--- config.mk ---
export PLATFORM = sky130hd
export DESIGN_NAME = dual_output_router
export DESIGN_NICKNAME = d
export VERILOG_FILES = /design/src/rtl/dual_router_pkg.sv /design/src/rtl/dual_router_slot.sv /design/src/rtl/dual_output_router.sv
export SDC_FILE = /design/constraint.sdc
export NUM_CORES = 1
export LEC_CHECK = 0
export BUFFER_PORTS_ARGS = -buffer_cell sky130_fd_sc_hd__buf_2
export CAP_MARGIN = 15
export CORE_MARGIN = 8
export CORE_UTILIZATION = 45
export DETAILED_ROUTE_END_ITERATION = 7
export GPL_TIMING_DRIVEN = 0
export PLACE_DENSITY = 0.81
export SETUP_SLACK_MARGIN = 0.5
export SYNTH_ARGS = -nofsm -noshare
export SYNTH_HDL_FRONTEND = slang
export SYNTH_SLANG_ARGS = --single-unit
export TNS_END_PERCENT = 10
--- constraint.sdc ---
create_clock -name clk -period 1.8 [get_ports clk]
set_input_delay 0.36 -clock clk [delete_from_list [all_inputs] [get_ports clk]]
set_output_delay 0.36 -clock clk [all_outputs]
set_load 0.02 [all_outputs]
--- src/rtl/dual_router_pkg.sv ---
// Shared types and default widths for the dual-output router.
// The optional per-channel word counters are enabled by defining DUAL_ROUTER_COUNT_EN.
package dual_router_pkg;

  typedef enum logic {
    EMPTY = 1'b0,
    FULL  = 1'b1
  } slot_state_t;

  localparam int DR_WIDTH_DEF     = 8;
  localparam int DR_CNT_WIDTH_DEF = 8;

endpackage

--- src/rtl/dual_router_slot.sv ---
// One-entry output holding slot with a valid/ready handshake.
// A load while FULL is only possible when the consumer drains in the same cycle,
// so the new word simply replaces the old one and the slot stays FULL.
// Optional accepted-word counter is built only when DUAL_ROUTER_COUNT_EN is defined.
module dual_router_slot
  import dual_router_pkg::*;
#(
  parameter int WIDTH     = DR_WIDTH_DEF,
  parameter int CNT_WIDTH = DR_CNT_WIDTH_DEF
) (
  input  logic                 clk,
  input  logic                 reset_b,
  input  logic                 i_load,
  input  logic [WIDTH-1:0]     i_data,
  input  logic                 i_ready,
  output logic                 o_valid,
  output logic [WIDTH-1:0]     o_data,
  output logic                 o_full,
  output logic [CNT_WIDTH-1:0] o_cnt
);

  slot_state_t      r_state;
  logic [WIDTH-1:0] r_data;
  logic             w_drain;

  assign w_drain = (r_state == FULL) && i_ready;

  // Slot FSM and data register: load wins over drain, data holds while empty
  always_ff @(posedge clk or negedge reset_b) begin
    if (!reset_b) begin
      r_state <= EMPTY;
      r_data  <= '0;
    end else begin
      case (r_state)
        EMPTY: begin
          if (i_load) begin
            r_state <= FULL;
            r_data  <= i_data;
          end
        end
        FULL: begin
          if (i_load) begin
            r_state <= FULL;
            r_data  <= i_data;
          end else if (w_drain) begin
            r_state <= EMPTY;
          end
        end
        default: r_state <= EMPTY;
      endcase
    end
  end

  assign o_valid = (r_state == FULL);
  assign o_full  = (r_state == FULL);
  assign o_data  = r_data;

`ifdef DUAL_ROUTER_COUNT_EN
  logic [CNT_WIDTH-1:0] r_cnt;

  // Count words accepted into this channel, wrapping naturally at all-ones
  always_ff @(posedge clk or negedge reset_b) begin
    if (!reset_b) begin
      r_cnt <= '0;
    end else if (i_load) begin
      r_cnt <= r_cnt + 1'b1;
    end
  end

  assign o_cnt = r_cnt;
`else
  assign o_cnt = '0;
`endif

endmodule

--- src/rtl/dual_output_router.sv ---
// Single-input, dual-output registered demultiplexer.
// select steers each accepted word into one of two one-entry slots; a stalled
// consumer only blocks the producer while select points at its channel.
// Define DUAL_ROUTER_COUNT_EN to build the per-channel accepted-word counters
// (otherwise cnt0/cnt1 are constant 0).
module dual_output_router
  import dual_router_pkg::*;
#(
  parameter int WIDTH     = DR_WIDTH_DEF,
  parameter int CNT_WIDTH = DR_CNT_WIDTH_DEF
) (
  input  logic                 clk,
  input  logic                 reset_b,
  input  logic                 in_valid,
  input  logic [WIDTH-1:0]     in_data,
  input  logic                 select,
  output logic                 in_ready,
  output logic                 out0_valid,
  output logic [WIDTH-1:0]     out0_data,
  input  logic                 out0_ready,
  output logic                 out1_valid,
  output logic [WIDTH-1:0]     out1_data,
  input  logic                 out1_ready,
  output logic [CNT_WIDTH-1:0] cnt0,
  output logic [CNT_WIDTH-1:0] cnt1
);

  logic w_full0;
  logic w_full1;
  logic w_sel_full;
  logic w_sel_ready;
  logic w_accept;
  logic w_load0;
  logic w_load1;

  // The selected slot can take a word if it is empty or is being drained now
  assign w_sel_full  = select ? w_full1 : w_full0;
  assign w_sel_ready = select ? out1_ready : out0_ready;
  assign in_ready    = !w_sel_full || w_sel_ready;

  assign w_accept = in_valid && in_ready;
  assign w_load0  = w_accept && !select;
  assign w_load1  = w_accept && select;

  dual_router_slot #(
    .WIDTH     (WIDTH),
    .CNT_WIDTH (CNT_WIDTH)
  ) u_slot0 (
    .clk     (clk),
    .reset_b (reset_b),
    .i_load  (w_load0),
    .i_data  (in_data),
    .i_ready (out0_ready),
    .o_valid (out0_valid),
    .o_data  (out0_data),
    .o_full  (w_full0),
    .o_cnt   (cnt0)
  );

  dual_router_slot #(
    .WIDTH     (WIDTH),
    .CNT_WIDTH (CNT_WIDTH)
  ) u_slot1 (
    .clk     (clk),
    .reset_b (reset_b),
    .i_load  (w_load1),
    .i_data  (in_data),
    .i_ready (out1_ready),
    .o_valid (out1_valid),
    .o_data  (out1_data),
    .o_full  (w_full1),
    .o_cnt   (cnt1)
  );

endmodule

==> impl_metrics.env, run 1 <==
export IMPL_avgSynthCellArea_um2=14.3
export IMPL_core_rowCount=16
export IMPL_synth_seq_cells=18
export IMPL_fin_nets=129
export IMPL_die_area_um2=3610
export IMPL_clkLatencyLatePin_ns=0.28
export IMPL_drtPass1Iterations=4
export IMPL_design_portCount=49
export IMPL_clkSlewWorstSetupHoldPaths_ns=0.09
export IMPL_portBuffers=32
export IMPL_setup_viol=0
export IMPL_min_path_type="input port to flop"
export IMPL_fin_area_um2=1180
export IMPL_fin_hold_ws_ns=0.307
export IMPL_wire_per_inst_um=12.8
export IMPL_placed_cell_area_um2=1130
export IMPL_startpoint_type="flop"
export IMPL_place_inst=135
export IMPL_cp_end_kind="output pin"
export IMPL_max_clock_path_buffers=2
export IMPL_p_seq_share_pct=47.8
export IMPL_grt_usage_pct=10.1
export IMPL_route_detailed_drc=0
export IMPL_switching_share_pct=33.0
export IMPL_crit_fanout=2
export IMPL_cts_made_buffers=3
export IMPL_r2r_start="u_slot1.o_full"
export IMPL_worstPathRequired_ns=1.44
export IMPL_drv_cap=0
export IMPL_antenna_found_initial=0
export IMPL_initial_utilization_pct=46.0
export IMPL_period_share_pct=81.0
export IMPL_rsz0062_at_grt="true"
export IMPL_netlist_area_um2=875
export IMPL_leakagePower_nw=0.648
export IMPL_worst_path_max_delay_cell="dfrtp_1"
export IMPL_chipWidth_um=60.1
export IMPL_final_cells=140
export IMPL_worst_r2r_setup_slack_ns=0.44
export IMPL_cts_root_buf="clkbuf_4"
export IMPL_diodes=0
export IMPL_place_congestion=0.774
export IMPL_core_area_um2=1900
export IMPL_internal_power_mw=0.716
export IMPL_drive_gt1_share_pct=62.8
export IMPL_yosys_top_cells_area="dfrtp_1, buf_4, mux2_4"
export IMPL_arrival_ns=1.10
export IMPL_grt_pass1_vias=587
export IMPL_timing_critical_path_to="in_ready"
export IMPL_syn_to_final_growth_pct=34.5
export IMPL_synthDistinctLibCells=16
export IMPL_wl_um=1790
export IMPL_ys_seq_area_share_pct=51.5
export IMPL_final_util_pct=61.8
export IMPL_fillers=159
export IMPL_p_switching_mw=0.353
export IMPL_yosysWarnings=0
export IMPL_grt_pass1_wl_um=2800
export IMPL_netlist_area_leader_share_pct=51.5
export IMPL_grt_overflow_total=0
export IMPL_dieHeight_um=60.1
export IMPL_synth_cells=61
export IMPL_layout_common_cells="buf_2, buf_4, dfrtp_1"
export IMPL_slew_violations=0
export IMPL_power_density_nw_per_um2=909
export IMPL_r2r_end="u_slot1.o_data[2]"
export IMPL_outcome="completed"
export IMPL_setup_tns_ns=0
export IMPL_grt_max_degree=19
export IMPL_rr_worst_depth=4
export IMPL_num_vias=562
export IMPL_p_clk_share_pct=17.4
export IMPL_path_cells="and2b_4 -> a21oi_2 -> buf_4"
export IMPL_htree_levels=1
export IMPL_crit_start="u_slot1.o_full"
export IMPL_max_stage_delay_ns=0.39
export IMPL_layout_min_cycle_time_ns=1.46
export IMPL_fmax_ghz=0.686
export IMPL_clock_sinks=18
export IMPL_drtAntennaViolNets=0
export IMPL_hold_viol=0
export IMPL_drt_iter0_markers=5
export IMPL_pwr_share_comb_pct=34.8
export IMPL_ir_drop_v=0.000405
export IMPL_vias_per_cell=4.01
export IMPL_dp_hpwl_um=1460
export IMPL_worst_clock_skew_ns=0.00231
export IMPL_synth_area_leader_cell="dfrtp_1"
export IMPL_cts_tree="built"
export IMPL_crit_type="flop to output pin"
export IMPL_layout_commonest_cell="buf_2"
-- critical path: cells and delay by family, from the launching register on --
family	cells	cell delay, ns
AOI/OAI and AO/OA	1	0.11
DFF	1	0.39
and+or+nand+nor	1	0.17
buffers and inverters	1	0.15
-- final cells by class --
cell class / instances / area, um2 / share of cell area (%)
Multi-Input combinational cell: 41 / 365 / 31.1
Tap cell: 27 / 33.8 / 2.87
Clock buffer: 3 / 22.5 / 1.91
Timing Repair Buffer: 34 / 180 / 15.3
Buffer: 16 / 120 / 10.2
Inverter: 1 / 3.75 / 0.319
Sequential cell: 18 / 450 / 38.3
-- metrics by stage --
| step | worst slack (ns) | power, mW |
|---|---|---|
| final | 0.342 | 1.07 |
| after global routing | 0.282 | 1.13 |
| after CTS | 0.338 | 1.08 |
| after detailed placement | 0.469 | 0.887 |
| after global placement | 0.485 | 0.875 |
| after floorplan | 0.522 | 0.765 |
-- cells by family (layout without fill, tap and decap cells) --
| family | Yosys count | in the layout | synth area share, % |
|---|---|---|---|
| AO/OA/AOI/OAI | 2 | 2 | 1.14 |
| buffers and inverters | 17 | 54 | 14.2 |
| flip-flops | 18 | 18 | 51.5 |
| multiplexers | 16 | 16 | 24.0 |
| other | 1 | 16 | 0.429 |
| AND/OR/NAND/NOR | 7 | 7 | 8.73 |
-- routing by layer --
layer / up-vias / GRT usage (%) / wire length, um
met1: 268 / 9.84 / 593
met3: 0 / 2.15 / 145
met4: 0 / 5.10 / 0
li1: 274 / - / -
met5: - / 0 / 0
met2: 20 / 19.4 / 1050
-- cells in the mapped netlist (all sizes together) --
| cell | n |
|---|---|
| nand2b | 1 |
| a21oi | 1 |
| o21ai | 1 |
| conb | 1 |
| buf | 16 |
| nor2 | 2 |
| dfrtp | 18 |
| mux2 | 16 |
| or2b | 1 |
| and2b | 1 |
| inv | 1 |
| nand3b | 1 |
| nand2 | 1 |
-- power by group through the flow --
stage	Combinational [mW]	Sequential (mW)	Clock, mW
floorplan	0.162	0.603	0
global placement	0.364	0.511	0
detailed placement	0.369	0.518	0
CTS	0.375	0.510	0.193
global route	0.400	0.519	0.208
finish	0.373	0.511	0.186
-- registers in the layout, indices dropped and copies added (netlist names) --
signal          cells
u_slot1.o_full      1
u_slot0.o_full      1
u_slot0.o_data      8
u_slot1.o_data      8
-- worst min path at each step --
stage | from | end | depth (start not counted)
2_1_floorplan | reset_b | u_slot0.o_data[0] | 0
3_3_place_gp | reset_b | u_slot0.o_data[0] | 1
3_5_place_dp | reset_b | u_slot0.o_data[0] | 1
4_1_cts | in_data[5] | u_slot0.o_data[5] | 2
5_1_grt | in_data[7] | u_slot0.o_data[7] | 2
6_report | in_data[5] | u_slot0.o_data[5] | 2
-- repair_timing --
action                                 4_1_cts  5_1_grt
endpoints found under the hold margin       18        0
setup buffers                                1        0
hold buffers                                 1        0
pin swaps                                    1        0
resized for setup                            1        1
setup endpoints to repair                    1        9
No activity file was read; power rests on OpenSTA's default activity.
==> run 2, diff against run 1 <==
--- a/config.mk
+++ b/config.mk
@@ -5,13 +5,14 @@
 export SDC_FILE = /design/constraint.sdc
 export NUM_CORES = 1
 export LEC_CHECK = 0
+export ABC_AREA = 1
 export BUFFER_PORTS_ARGS = -buffer_cell sky130_fd_sc_hd__buf_2
 export CAP_MARGIN = 15
 export CORE_MARGIN = 8
-export CORE_UTILIZATION = 45
+export CORE_UTILIZATION = 43
 export DETAILED_ROUTE_END_ITERATION = 7
 export GPL_TIMING_DRIVEN = 0
-export PLACE_DENSITY = 0.81
+export PLACE_DENSITY = 0.77
 export SETUP_SLACK_MARGIN = 0.5
 export SYNTH_ARGS = -nofsm -noshare
 export SYNTH_HDL_FRONTEND = slang
==> constraint.sdc (replaced) <==
create_clock -name clk -period 1.35 [get_ports clk]
set_input_delay 0.27 -clock clk [delete_from_list [all_inputs] [get_ports clk]]
set_output_delay 0.27 -clock clk [all_outputs]
set_load 0.02 [all_outputs]
==> run 2 against run 1 <==
Net effect: routed wire length rose by 32%; the flow now finishes with violations (negative setup slack); core utilization up 6.5 points; via count up 46%; register-to-register slack lost 0.19 ns; worst hold slack worse by 0.077 ns; largest power group unchanged; critical endpoint unchanged; global-route usage up 2.0 points.
==> impl_metrics.env, run 2 <==
export IMPL_outcome="complete, but fails checks"
export IMPL_violations="negative setup slack"
export IMPL_fin_hold_ws_ns=0.230
export IMPL_clkLatencyLatePin_ns=0.30
export IMPL_cts_root_buf="clkbuf_4"
export IMPL_grt_util_met1_pct=13.0
export IMPL_vias_per_cell=4.43
export IMPL_rsz0062_at_grt="true"
export IMPL_num_vias=820
export IMPL_grt_max_degree=19
export IMPL_ir_drop_v=0.000627
export IMPL_die_area_um2=3910
export IMPL_synth_common_cells="nand2_1, buf_4, dfrtp_1"
export IMPL_drive_gt1_share_pct=51.6
export IMPL_place_inst=174
export IMPL_route_detailed_drc=0
export IMPL_grt_overflow_total=0
export IMPL_yosysMostFrequentCell="nand2_1"
export IMPL_ys_seq_area_share_pct=48.5
export IMPL_place_ws_ns=0.187
export IMPL_crit_type="flop to output pin"
export IMPL_wl_um=2350
export IMPL_initial_utilization_pct=43.7
export IMPL_syn_to_final_growth_pct=56.3
export IMPL_chipWidth_um=62.5
export IMPL_avgSynthCellArea_um2=9.30
export IMPL_top_usage_layer="met2"
export IMPL_holdPathStages=3
export IMPL_worst_clock_skew_ns=0.00669
export IMPL_dp_hpwl_um=1700
export IMPL_r2r_end="u_slot1.o_data[0]"
export IMPL_worst_r2r_setup_slack_ns=0.25
export IMPL_synth_cells=100
export IMPL_cts_made_buffers=3
export IMPL_holdPathEnd="u_slot0.o_data[4]"
export IMPL_antenna_found_initial=0
export IMPL_grt_pass1_wl_um=3930
export IMPL_cp_end_kind="output pin"
export IMPL_ys_flop_type="dfrtp_1"
export IMPL_wire_per_inst_um=12.7
export IMPL_core_area_um2=2130
export IMPL_layout_common_cells="nand2_1, buf_6, buf_4"
export IMPL_drtAntennaViolNets=0
export IMPL_leakagePower_nw=0.812
export IMPL_diodes=0
export IMPL_worstPathRequired_ns=1.08
export IMPL_power_density_nw_per_um2=1130
export IMPL_place_congestion=0.751
export IMPL_grt_usage_pct=12.1
export IMPL_r2r_start="u_slot1.o_full"
export IMPL_placed_cell_area_um2=1210
export IMPL_synth_seq_cells=18
export IMPL_clkSlewWorstSetupHoldPaths_ns=0.11
export IMPL_grt_pass1_vias=835
export IMPL_layout_min_cycle_time_ns=1.39
export IMPL_clock_sinks=18
export IMPL_synth_area_leader_cell="dfrtp_1"
export IMPL_synth_edf_count=0
export IMPL_hp_start="in_data[4]"
export IMPL_crit_fanout=2
export IMPL_design_portCount=49
export IMPL_startpoint_type="flop"
export IMPL_setup_viol=1
export IMPL_yosys_top_cells_area="dfrtp_1, nand2_1, buf_4"
export IMPL_cts_tree="built"
export IMPL_drtPass1Iterations=4
export IMPL_finalPower_mw=1.63
export IMPL_netlist_area_leader_share_pct=48.5
export IMPL_final_util_pct=68.3
export IMPL_drv_cap=0
export IMPL_core_rowCount=17
export IMPL_rr_worst_depth=6
export IMPL_layout_commonest_cell="nand2_1"
export IMPL_hold_viol=0
export IMPL_fmax_ghz=0.720
export IMPL_final_cells=185
export IMPL_met3_usage_pct=4.84
export IMPL_drt_iter0_markers=27
export IMPL_synthDistinctLibCells=11
export IMPL_max_clock_path_buffers=2
export IMPL_arrival_ns=1.12
export IMPL_fin_nets=172
export IMPL_min_path_type="input port to flop"
export IMPL_synth_async_sr_flop_share_pct=100
export IMPL_use_met2_pct=19.7
export IMPL_htree_levels=1
export IMPL_portBuffers=31
export IMPL_dieHeight_um=62.5
export IMPL_period_share_pct=103
export IMPL_yosysWarnings=0
export IMPL_netlist_area_um2=930
export IMPL_setup_tns_ns=-0.0389
export IMPL_setup_slack_ns=-0.0389
export IMPL_slew_violations=0
export IMPL_fin_area_um2=1450
run 2: power by group:
part,switching [mW],internal (mW),total (mW)
Clock,0.169,0.164,0.333
Sequential,0.0673,0.622,0.690
Combinational,0.319,0.292,0.611
run 2: repair_timing:
action | in CTS | in global routing
setup buffers | 4 | 2
resized for setup | 39 | 10
pin swaps | 12 | 12
hold endpoints to repair | 18 | 0
hold buffers | 1 | 0
endpoints found under the setup margin | 35 | 37
run 2: logic make-up (layout without fill, tap and decap cells):
family	count (synthesis)	after routing	synth area share, %
buffers and inverters	24	66	20.3
flip-flops	18	18	48.5
other	1	16	0.403
AND/OR/NAND/NOR	57	57	30.8
run 2: final cells by class:
cell class,count,area (um2)
Sequential cell,18,453
Fill cell,169,674
Multi-Input combinational cell,73,402
Clock buffer,4,36.3
Inverter,3,11.3
Timing Repair Buffer,38,330
Buffer,21,185
Tap cell,28,35.0
run 2: worst max-delay path by stage:
stage / cells past startpoint / start / endpoint / slack [ns]
2_1_floorplan: 4 / u_slot1.o_full / in_ready / 0.28
3_3_place_gp: 7 / out1_ready / in_ready / 0.20
3_5_place_dp: 7 / out1_ready / in_ready / 0.19
4_1_cts: 5 / u_slot0.o_full / in_ready / -0.04
5_1_grt: 5 / u_slot1.o_full / in_ready / -0.06
6_report: 5 / u_slot1.o_full / in_ready / -0.04
run 2: per-layer routing:
| layer | vias to the layer above | wire length [um] |
|---|---|---|
| met4 | 0 | 56 |
| li1 | 411 | - |
| met1 | 367 | 927 |
| met2 | 37 | 1160 |
| met5 | - | 0 |
| met3 | 5 | 207 |
run 2: critical path, cell delays in order (launching register included):
cell and delay [ns]:
dfrtp_2 0.45, nand2_4 0.07, buf_6 0.10, nand2_4 0.04, nand2_4 0.05, buf_6 0.11
==> run 3, diff against run 2 <==
--- a/config.mk
+++ b/config.mk
@@ -14,6 +14,7 @@
 export GPL_TIMING_DRIVEN = 0
 export PLACE_DENSITY = 0.77
 export SETUP_SLACK_MARGIN = 0.5
+export SKIP_CTS_REPAIR_TIMING = 1
 export SYNTH_ARGS = -nofsm -noshare
 export SYNTH_HDL_FRONTEND = slang
 export SYNTH_SLANG_ARGS = --single-unit
==> run 3 against run 2 <==
Net effect: the flow still finishes with violations (negative setup slack); combinational power fell by 1%; cell area is 1.1% lower; worst hold slack lost 0.0036 ns; power down 0.88%; maximum frequency down 2.7%; non-clock buffer count unchanged; sequential share of layout area up 0.35 points; final cell count unchanged; critical path type unchanged; largest cell class unchanged; largest power group unchanged; highest routed layer unchanged.
==> impl_metrics.env, run 3 (synthesis results as in run 2) <==
export IMPL_initial_utilization_pct=43.7
export IMPL_drtPass1Iterations=4
export IMPL_design_portCount=49
export IMPL_place_ws_ns=0.187
export IMPL_diodes=0
export IMPL_timing_critical_path_to="in_ready"
export IMPL_core_area_um2=2130
export IMPL_p_seq_share_pct=42.3
export IMPL_switching_share_pct=33.5
export IMPL_slew_violations=0
export IMPL_worstPathRequired_ns=1.08
export IMPL_outcome="complete, but fails checks"
export IMPL_setup_slack_ns=-0.0777
export IMPL_clkSlewWorstSetupHoldPaths_ns=0.10
export IMPL_layout_common_cells="nand2_1, buf_6, buf_4"
export IMPL_core_rowCount=17
export IMPL_drtAntennaViolNets=0
export IMPL_cts_tree="built"
export IMPL_dp_hpwl_um=1700
export IMPL_route_detailed_drc=0
export IMPL_syn_to_final_growth_pct=54.5
export IMPL_fillers=171
export IMPL_cts_root_buf="clkbuf_4"
export IMPL_pwr_share_comb_pct=37.3
export IMPL_drt_iter0_markers=22
export IMPL_violations="negative setup slack"
export IMPL_crit_start="u_slot1.o_full"
export IMPL_fin_area_um2=1440
export IMPL_htree_levels=1
export IMPL_crit_fanout=7
export IMPL_rr_worst_depth=5
export IMPL_p_switching_mw=0.543
export IMPL_r2r_end="u_slot1.o_data[7]"
export IMPL_clock_sinks=18
export IMPL_dieHeight_um=62.5
export IMPL_grt_pass1_wl_um=3580
export IMPL_r2r_start="u_slot1.o_full"
export IMPL_worst_clock_skew_ns=0.00398
export IMPL_rsz0062_at_grt="true"
export IMPL_internal_power_mw=1.08
export IMPL_setup_viol=1
export IMPL_drive_gt1_share_pct=47.8
export IMPL_grt_overflow_total=0
export IMPL_max_clock_path_buffers=2
export IMPL_antenna_found_initial=0
export IMPL_cts_made_buffers=3
export IMPL_arrival_ns=1.16
export IMPL_ir_drop_v=0.000621
export IMPL_grt_usage_pct=11.0
export IMPL_clkLatencyLatePin_ns=0.30
export IMPL_hold_viol=0
export IMPL_startpoint_type="flop"
export IMPL_chipWidth_um=62.5
export IMPL_portBuffers=31
export IMPL_drv_cap=0
export IMPL_min_path_type="input port to flop"
export IMPL_placed_cell_area_um2=1210
export IMPL_num_vias=832
export IMPL_die_area_um2=3910
export IMPL_wire_per_inst_um=12.5
export IMPL_grt_pass1_vias=776
export IMPL_wl_um=2310
export IMPL_finalPower_mw=1.62
export IMPL_fin_nets=172
export IMPL_layout_min_cycle_time_ns=1.43
export IMPL_power_density_nw_per_um2=1130
export IMPL_place_congestion=0.751
export IMPL_crit_type="flop to output pin"
export IMPL_leakagePower_nw=0.810
export IMPL_p_clk_share_pct=20.3
export IMPL_cp_end_kind="output pin"
export IMPL_grt_max_degree=19
export IMPL_worst_r2r_setup_slack_ns=0.36
export IMPL_period_share_pct=106
export IMPL_vias_per_cell=4.50
export IMPL_layout_commonest_cell="nand2_1"
export IMPL_fmax_ghz=0.700
[run 3: cell count changes in the layout (fill, tap and decap cells not counted)]
| cell | before | now |
|---|---|---|
| nand2_1 | 25 | 31 |
| buf_6 | 24 | 23 |
| buf_4 | 20 | 22 |
| buf_2 | 13 | 12 |
| nand2_2 | 9 | 3 |
[run 3: layer usage]
metal,share of wire [%],vias up,GRT usage [%],wire [um]
met4,1.9,0,6.84,44
met1,38,376,11.9,878
li1,-,410,-,-
met2,50,41,17.5,1160
met3,9.8,5,4.48,226
met5,0,-,0,0
[run 3: worst min-delay path by stage]
stage	depth (start not counted)	endpoint	start
3_3_place_gp	1	u_slot0.o_data[0]	reset_b
3_5_place_dp	1	u_slot0.o_data[6]	reset_b
4_1_cts	1	u_slot0.o_data[6]	reset_b
2_1_floorplan	0	u_slot0.o_data[0]	reset_b
6_report	3	u_slot0.o_data[4]	in_data[4]
5_1_grt	3	u_slot0.o_data[3]	in_data[3]
[run 3: worst max-delay path, stage by stage (launching register included)]
cell and delay [ns]:
dfrtp_2 0.44, nand2_4 0.09, buf_6 0.13, nand2_4 0.05
nand2_4 0.05, buf_6 0.11
[run 3: through the flow]
stage / utilization, % / cells / setup TNS, ns / hold slack (ns)
detailed placement: 56.8 / 174 / 0 / 0.218
global route: 67.5 / 185 / -0.119 / 0.245
finish: 67.5 / 185 / -0.0777 / 0.227
CTS: 58.5 / 178 / -0.155 / -0.110
floorplan: - / 115 / 0 / -0.0256
global placement: 56.8 / 174 / 0 / 0.208
[run 3: area by class of cell]
class	count	area, um2	share of cell area, %
inverters	3	11.3	0.784
multi-input cells	73	387	26.9
flip-flops and latches	18	453	31.5
clock buffers	4	36.3	2.53
repair buffers	38	329	22.9
well taps	28	35.0	2.44
plain buffers	21	185	12.9
[run 3: power groups by stage]
stage	registers [mW]	logic [mW]	clock network, mW
6_report	0.685	0.605	0.330
5_1_grt	0.695	0.654	0.358
4_1_cts	0.663	0.475	0.337
3_5_place_dp	0.673	0.473	0
3_3_place_gp	0.668	0.469	0
2_1_floorplan	0.779	0.217	0
